$ cat src/rtl/toggle_cover_collector.sv
// Purpose: toggle coverage collector; flags each 0->1 and 1->0 edge of every probed bit once per re-arm.
// Latency: a toggle sampled at edge N pulses valid (and bumps covered_cnt) in the cycle after edge N.
// Backpressure: none; valid is a one-cycle pulse and all toggles in a sample are reported together.
module toggle_cover_collector #(
    parameter int WIDTH = 32,
    parameter int CNT_W = 7
) (
    input  logic               clock,
    input  logic               reset,
    input  logic               enable,
    input  logic               clear,
    input  logic [WIDTH-1:0]   sig,
    output logic [2*WIDTH-1:0] valid,
    output logic [CNT_W-1:0]   covered_cnt,
    output logic               all_covered
);

    localparam int NPTS = 2 * WIDTH;
    localparam logic [CNT_W-1:0] NPTS_C = CNT_W'(NPTS);

    logic [WIDTH-1:0] prev_q, prev_d;
    logic             primed_q, primed_d;
    logic [NPTS-1:0]  seen_q, seen_d;
    logic [NPTS-1:0]  valid_q, valid_d;
    logic [CNT_W-1:0] cnt_q, cnt_d;
    logic             all_q, all_d;

    logic [WIDTH-1:0] rise_dat;
    logic [WIDTH-1:0] fall_dat;
    logic [NPTS-1:0]  new_dat;
    logic [CNT_W-1:0] new_cnt;

    // Edge detection against the previous sample, masked by points already covered.
    always_comb begin
        rise_dat = ~prev_q & sig;
        fall_dat = prev_q & ~sig;
        new_dat  = {fall_dat, rise_dat} & ~seen_q;
        new_cnt  = '0;
        for (int i = 0; i < NPTS; i++) begin
            new_cnt = new_cnt + {{(CNT_W-1){1'b0}}, new_dat[i]};
        end
    end

    // Next-state selection: clear re-arms, a disabled cycle drops priming,
    // the first enabled sample only primes, later samples record new coverage.
    always_comb begin
        prev_d   = prev_q;
        primed_d = primed_q;
        seen_d   = seen_q;
        valid_d  = '0;
        cnt_d    = cnt_q;
        if (clear) begin
            seen_d   = '0;
            cnt_d    = '0;
            primed_d = 1'b0;
        end else if (!enable) begin
            primed_d = 1'b0;
        end else if (!primed_q) begin
            prev_d   = sig;
            primed_d = 1'b1;
        end else begin
            prev_d  = sig;
            valid_d = new_dat;
            seen_d  = seen_q | new_dat;
            cnt_d   = cnt_q + new_cnt;
        end
        all_d = (cnt_d == NPTS_C);
    end

    // State registers with synchronous active-low reset taking priority over everything.
    always_ff @(posedge clock) begin
        if (!reset) begin
            prev_q   <= '0;
            primed_q <= 1'b0;
            seen_q   <= '0;
            valid_q  <= '0;
            cnt_q    <= '0;
            all_q    <= 1'b0;
        end else begin
            prev_q   <= prev_d;
            primed_q <= primed_d;
            seen_q   <= seen_d;
            valid_q  <= valid_d;
            cnt_q    <= cnt_d;
            all_q    <= all_d;
        end
    end

    assign valid       = valid_q;
    assign covered_cnt = cnt_q;
    assign all_covered = all_q;

endmodule

$ cat config.mk
export PLATFORM = sky130hd
export DESIGN_NAME = toggle_cover_collector
export DESIGN_NICKNAME = d
export VERILOG_FILES = /design/src/rtl/toggle_cover_collector.sv
export SDC_FILE = /design/constraint.sdc
export NUM_CORES = 1
export LEC_CHECK = 0
export CAP_MARGIN = 25
export CORE_ASPECT_RATIO = 1.2
export CORE_MARGIN = 2
export CORE_UTILIZATION = 38
export CTS_CLUSTER_DIAMETER = 50
export DETAILED_ROUTE_END_ITERATION = 6
export PLACE_DENSITY = 0.69
export SETUP_SLACK_MARGIN = 0.02
export SYNTH_ARGS = -nofsm -noshare
export SYNTH_HDL_FRONTEND = slang
export SYNTH_SLANG_ARGS = --single-unit
$ cat constraint.sdc
create_clock -name clock -period 9.5 [get_ports clock]
set_clock_uncertainty 0.1 [all_clocks]
set_input_delay 2.85 -clock clock [delete_from_list [all_inputs] [get_ports clock]]
set_output_delay 2.85 -clock clock [all_outputs]
set_load 0.02 [all_outputs]
==> impl_metrics.py <==
metrics = {
    "finish": {
        "final_area_um2": 9554,
        "area_growth_pct": 27.33,
        "final_layout_size_suffix_gt1_share_pct": 6.964,
        "num-fill-cells": 1846,
        "multiInputGateArea_um2": 3650,
        "seqCellArea_um2": 3383,
        "nNetsFinal": 1019,
        "diodes": 0,
    },
    "sta": {
        "post-route-period-util_pct": 97.72,
        "final.setup.worst_slack_ns": 0.2165,
        "timing.fmax_ghz": 0.1077,
        "relSlewSlack_pct": 31.53,
        "setup_tns_ns": 0,
        "post-route-min-period_ns": 9.283,
        "whs_ns": 0.3446,
        "setup_viol": 0,
        "final_max_slew_viol_count": 0,
        "tightest_slew_ns": 1.027,
        "final-hold-violation-count": 0,
    },
    "run_status": {
        "status": "finished clean",
    },
    "die": {
        "die_x_um": 132.3,
        "start_util_pct": 38.52,
        "io_pins": 108,
        "fp.coreArea_um2": 19480,
        "fp.dieArea_um2": 20890,
        "rows": 56,
        "die_h_um": 157.9,
    },
    "synth": {
        "synth_top_area_share_pct": 45.09,
        "avgSynthCellArea_um2": 9.522,
        "yosysSeqAreaShare_pct": 45.09,
        "yosys.area.top_type": "dfxtp_1",
        "synth_cells": 788,
        "syn_nets": 901,
        "synth_warnings": 0,
        "ys_types": 40,
        "synthTopCellsByArea": "dfxtp_1 (45%), fa_1 (15%), nand2_1 (5.3%)",
        "synth-seq-cells": 169,
        "netlist_area_um2": 7503,
    },
    "clocking": {
        "cts_buffers": 17,
        "htreeDepth": 4,
        "clock_latency_ns": 0.44,
        "clk_pin_slew_ns": 0.06,
        "cts.sinks": 169,
        "cts_hold_buf": 0,
        "clockBufferDepth": 2,
        "cts_tree": "built",
        "clockRootBuffer": "clkbuf_16",
    },
    "grt": {
        "grt_pass1_wl_um": 28060,
        "grt_max_degree": 103,
        "track_usage_pct": 17.48,
        "overflow": 0,
        "first_global_vias": 5467,
        "antenna_found_initial": 0,
    },
    "placed_design": {
        "dp_hpwl_um": 12540,
        "post_dp_cell_area_um2": 8960,
        "detailedPlace.worstSlack_ns": -0.1952,
        "gp_congestion": 0.8291,
        "numPortBuffers": 107,
    },
    "detailed_routing": {
        "antenna_left": 0,
        "drcViolationCount": 0,
        "wl_um": 17640,
        "drt-wirelength-per-cell_um": 14.95,
        "via_per_inst": 4.766,
        "first_iter_violations": 346,
        "num_vias": 5624,
        "first_pass_iters": 5,
    },
    "setup_path": {
        "timing.setup.critical_path_class": "input port to flip-flop",
        "path_cells": "clkdlybuf4s50_1 -> or3_4 -> fa_1 -> inv_1 -> fa_1 -> inv_1 -> fa_1 -> fa_1 -> inv_1 -> fa_1 -> fa_1 -> fa_1 -> inv_1 -> fa_1 -> buf_4 -> fa_1 -> nand2b_4 -> a21oi_2 -> xor2_1 -> o21ai_0 -> and4bb_1",
        "reg2reg_slack_ns": 2.62,
        "required_ns": 9.71,
        "arrival_ns": 9.49,
        "cp-start-kind": "input port",
        "cp_common_cell": "fa_1",
        "critPathMaxFanout": 2,
        "end_kind": "flip-flop",
        "cp_slowest_cell": "fa_1",
        "cp_slowest_stage_delay_ns": 0.57,
    },
    "job": {
        "maxCapViolations": 0,
    },
    "power": {
        "seq_power_share_pct": 23.6,
        "ir_drop_v": 0.0004926,
        "powerDensity_nw_per_um2": 324.9,
        "switchingPower_mw": 1.252,
        "swShare_pct": 40.33,
        "p_int_mw": 1.852,
        "p_leak_nw": 3.819,
        "p_clk_share_pct": 21.3,
        "comb_power_share_pct": 55.1,
    },
    "min_path": {
        "min_path_type": "flip-flop to flip-flop",
    },
}
==> state kept, by name, indices dropped and copies added, names as in the netlist <==
name         count
valid           64
all_covered      1
prev_q          32
seen_q          64
covered_cnt      7
primed_q         1
==> per-layer routing <==
metal	GRT usage, %	routed length, um	up-vias
met5	0	0	-
met4	6.042	335	0
met3	3.714	903	23
met2	30.01	8668	164
met1	21.95	7732	2648
li1	-	-	2789
==> power by group through the flow <==
| stage | Clock (mW) | Combinational (mW) | Sequential, mW |
|---|---|---|---|
| finish | 0.662 | 1.71 | 0.734 |
| global route | 0.704 | 1.93 | 0.735 |
| CTS | 0.673 | 1.48 | 0.734 |
| detailed placement | 0 | 1.44 | 0.750 |
| global placement | 0 | 1.43 | 0.750 |
| floorplan | 0 | 1.03 | 0.753 |
==> final cells by class <==
class,count,share of cell area [%]
multi-input combinational,487,38.20
tap,261,3.418
clock inverter,13,1.270
sequential,169,35.41
timing repair buffer,132,13.17
clock buffer,19,4.636
inverter,99,3.889
==> cells in the final DEF (no fill, tap or decap), types with 3 or more instances in the layout <==
cell type        instances
clkdlybuf4s50_1        107
o31ai_1                 11
a21boi_0                32
nor2_1                  71
dfxtp_1                169
xnor2_1                  3
clkinv_2                 3
nor3_1                  27
nand2b_1                28
o21ai_0                 29
fa_1                    56
or3_1                   10
ha_1                    21
clkinv_4                 5
nand2_1                106
inv_1                   99
nand3b_1                 7
buf_4                   25
nand3_1                 23
a32o_1                  26
a21oi_1                  4
and2_1                   4
clkbuf_16               17
==> timing repair <==
item	4_1_cts	5_1_grt
setup buffers	0	1
resized for setup	0	5
setup endpoints to repair	0	1
==> path summary, 6_finish.rpt <==
path	startpoint	to	cells past startpoint
max	sig[10]	all_covered	21
max reg2reg	prev_q[10]	all_covered	21
min	seen_q[3]	seen_q[3]	2
min reg2reg	seen_q[3]	seen_q[3]	2
==> cell families (layout without fill, tap and decap cells) <==
group                      count (synthesis)  in the layout  share of synthesized area, %
AOI/OAI and AO/OA                        113            113                         11.17
xor gates and xnor gates                   5              5                        0.5837
adders and majority gates                 77             77                         18.44
buffers and inverters                    132            263                         6.753
DFF                                      169            169                         45.09
and+or+nand+nor                          292            292                         17.96
==> critical path, delay by kind of cell <==
family | cells | cell delay, ns
AO/OA/AOI/OAI | 2 | 0.31
XOR/XNOR | 1 | 0.24
adder cells (fa/ha/maj) | 9 | 4.53
buffers and inverters | 6 | 0.81
AND/OR/NAND/NOR | 3 | 0.74
==> Yosys cell counts <==
| cell type | count |
|---|---|
| dfxtp_1 | 169 |
| nand2_1 | 106 |
| inv_1 | 99 |
| nor2_1 | 71 |
| fa_1 | 56 |
| a21boi_0 | 32 |
| nand2b_1 | 29 |
| o21ai_0 | 29 |
| nor3_1 | 27 |
| a32o_1 | 26 |
| nand3_1 | 23 |
| clkbuf_1 | 22 |
| ha_1 | 21 |
| o31ai_1 | 11 |
| or3_1 | 11 |
| nand3b_1 | 7 |
| buf_2 | 6 |
| a21oi_1 | 5 |
| and2_1 | 4 |
| buf_1 | 4 |
| a211oi_1 | 3 |
| nor2b_1 | 3 |
| xnor2_1 | 3 |
| a21o_1 | 2 |
| nand4_1 | 2 |
| nor3b_1 | 2 |
| xor2_1 | 2 |
| a2111o_1 | 1 |
| a2111oi_0 | 1 |
| a311o_1 | 1 |
| a32oi_1 | 1 |
| and2b_1 | 1 |
| and4bb_1 | 1 |
| buf_4 | 1 |
| nand2_4 | 1 |
| nor2_2 | 1 |
| nor4_1 | 1 |
| o2111ai_1 | 1 |
| or2b_1 | 1 |
| or4_1 | 1 |
==> metrics by stage <==
| step | total power, mW | util (%) | std cells |
|---|---|---|---|
| 2_1_floorplan | 1.778 | - | 788 |
| 3_3_place_gp | 2.179 | 46.00 | 1147 |
| 3_5_place_dp | 2.192 | 46.00 | 1147 |
| 4_1_cts | 2.884 | 48.90 | 1179 |
| 5_1_grt | 3.372 | 49.05 | 1180 |
| 6_report | 3.104 | 49.05 | 1180 |
No activity file was read; power rests on OpenSTA's default activity.
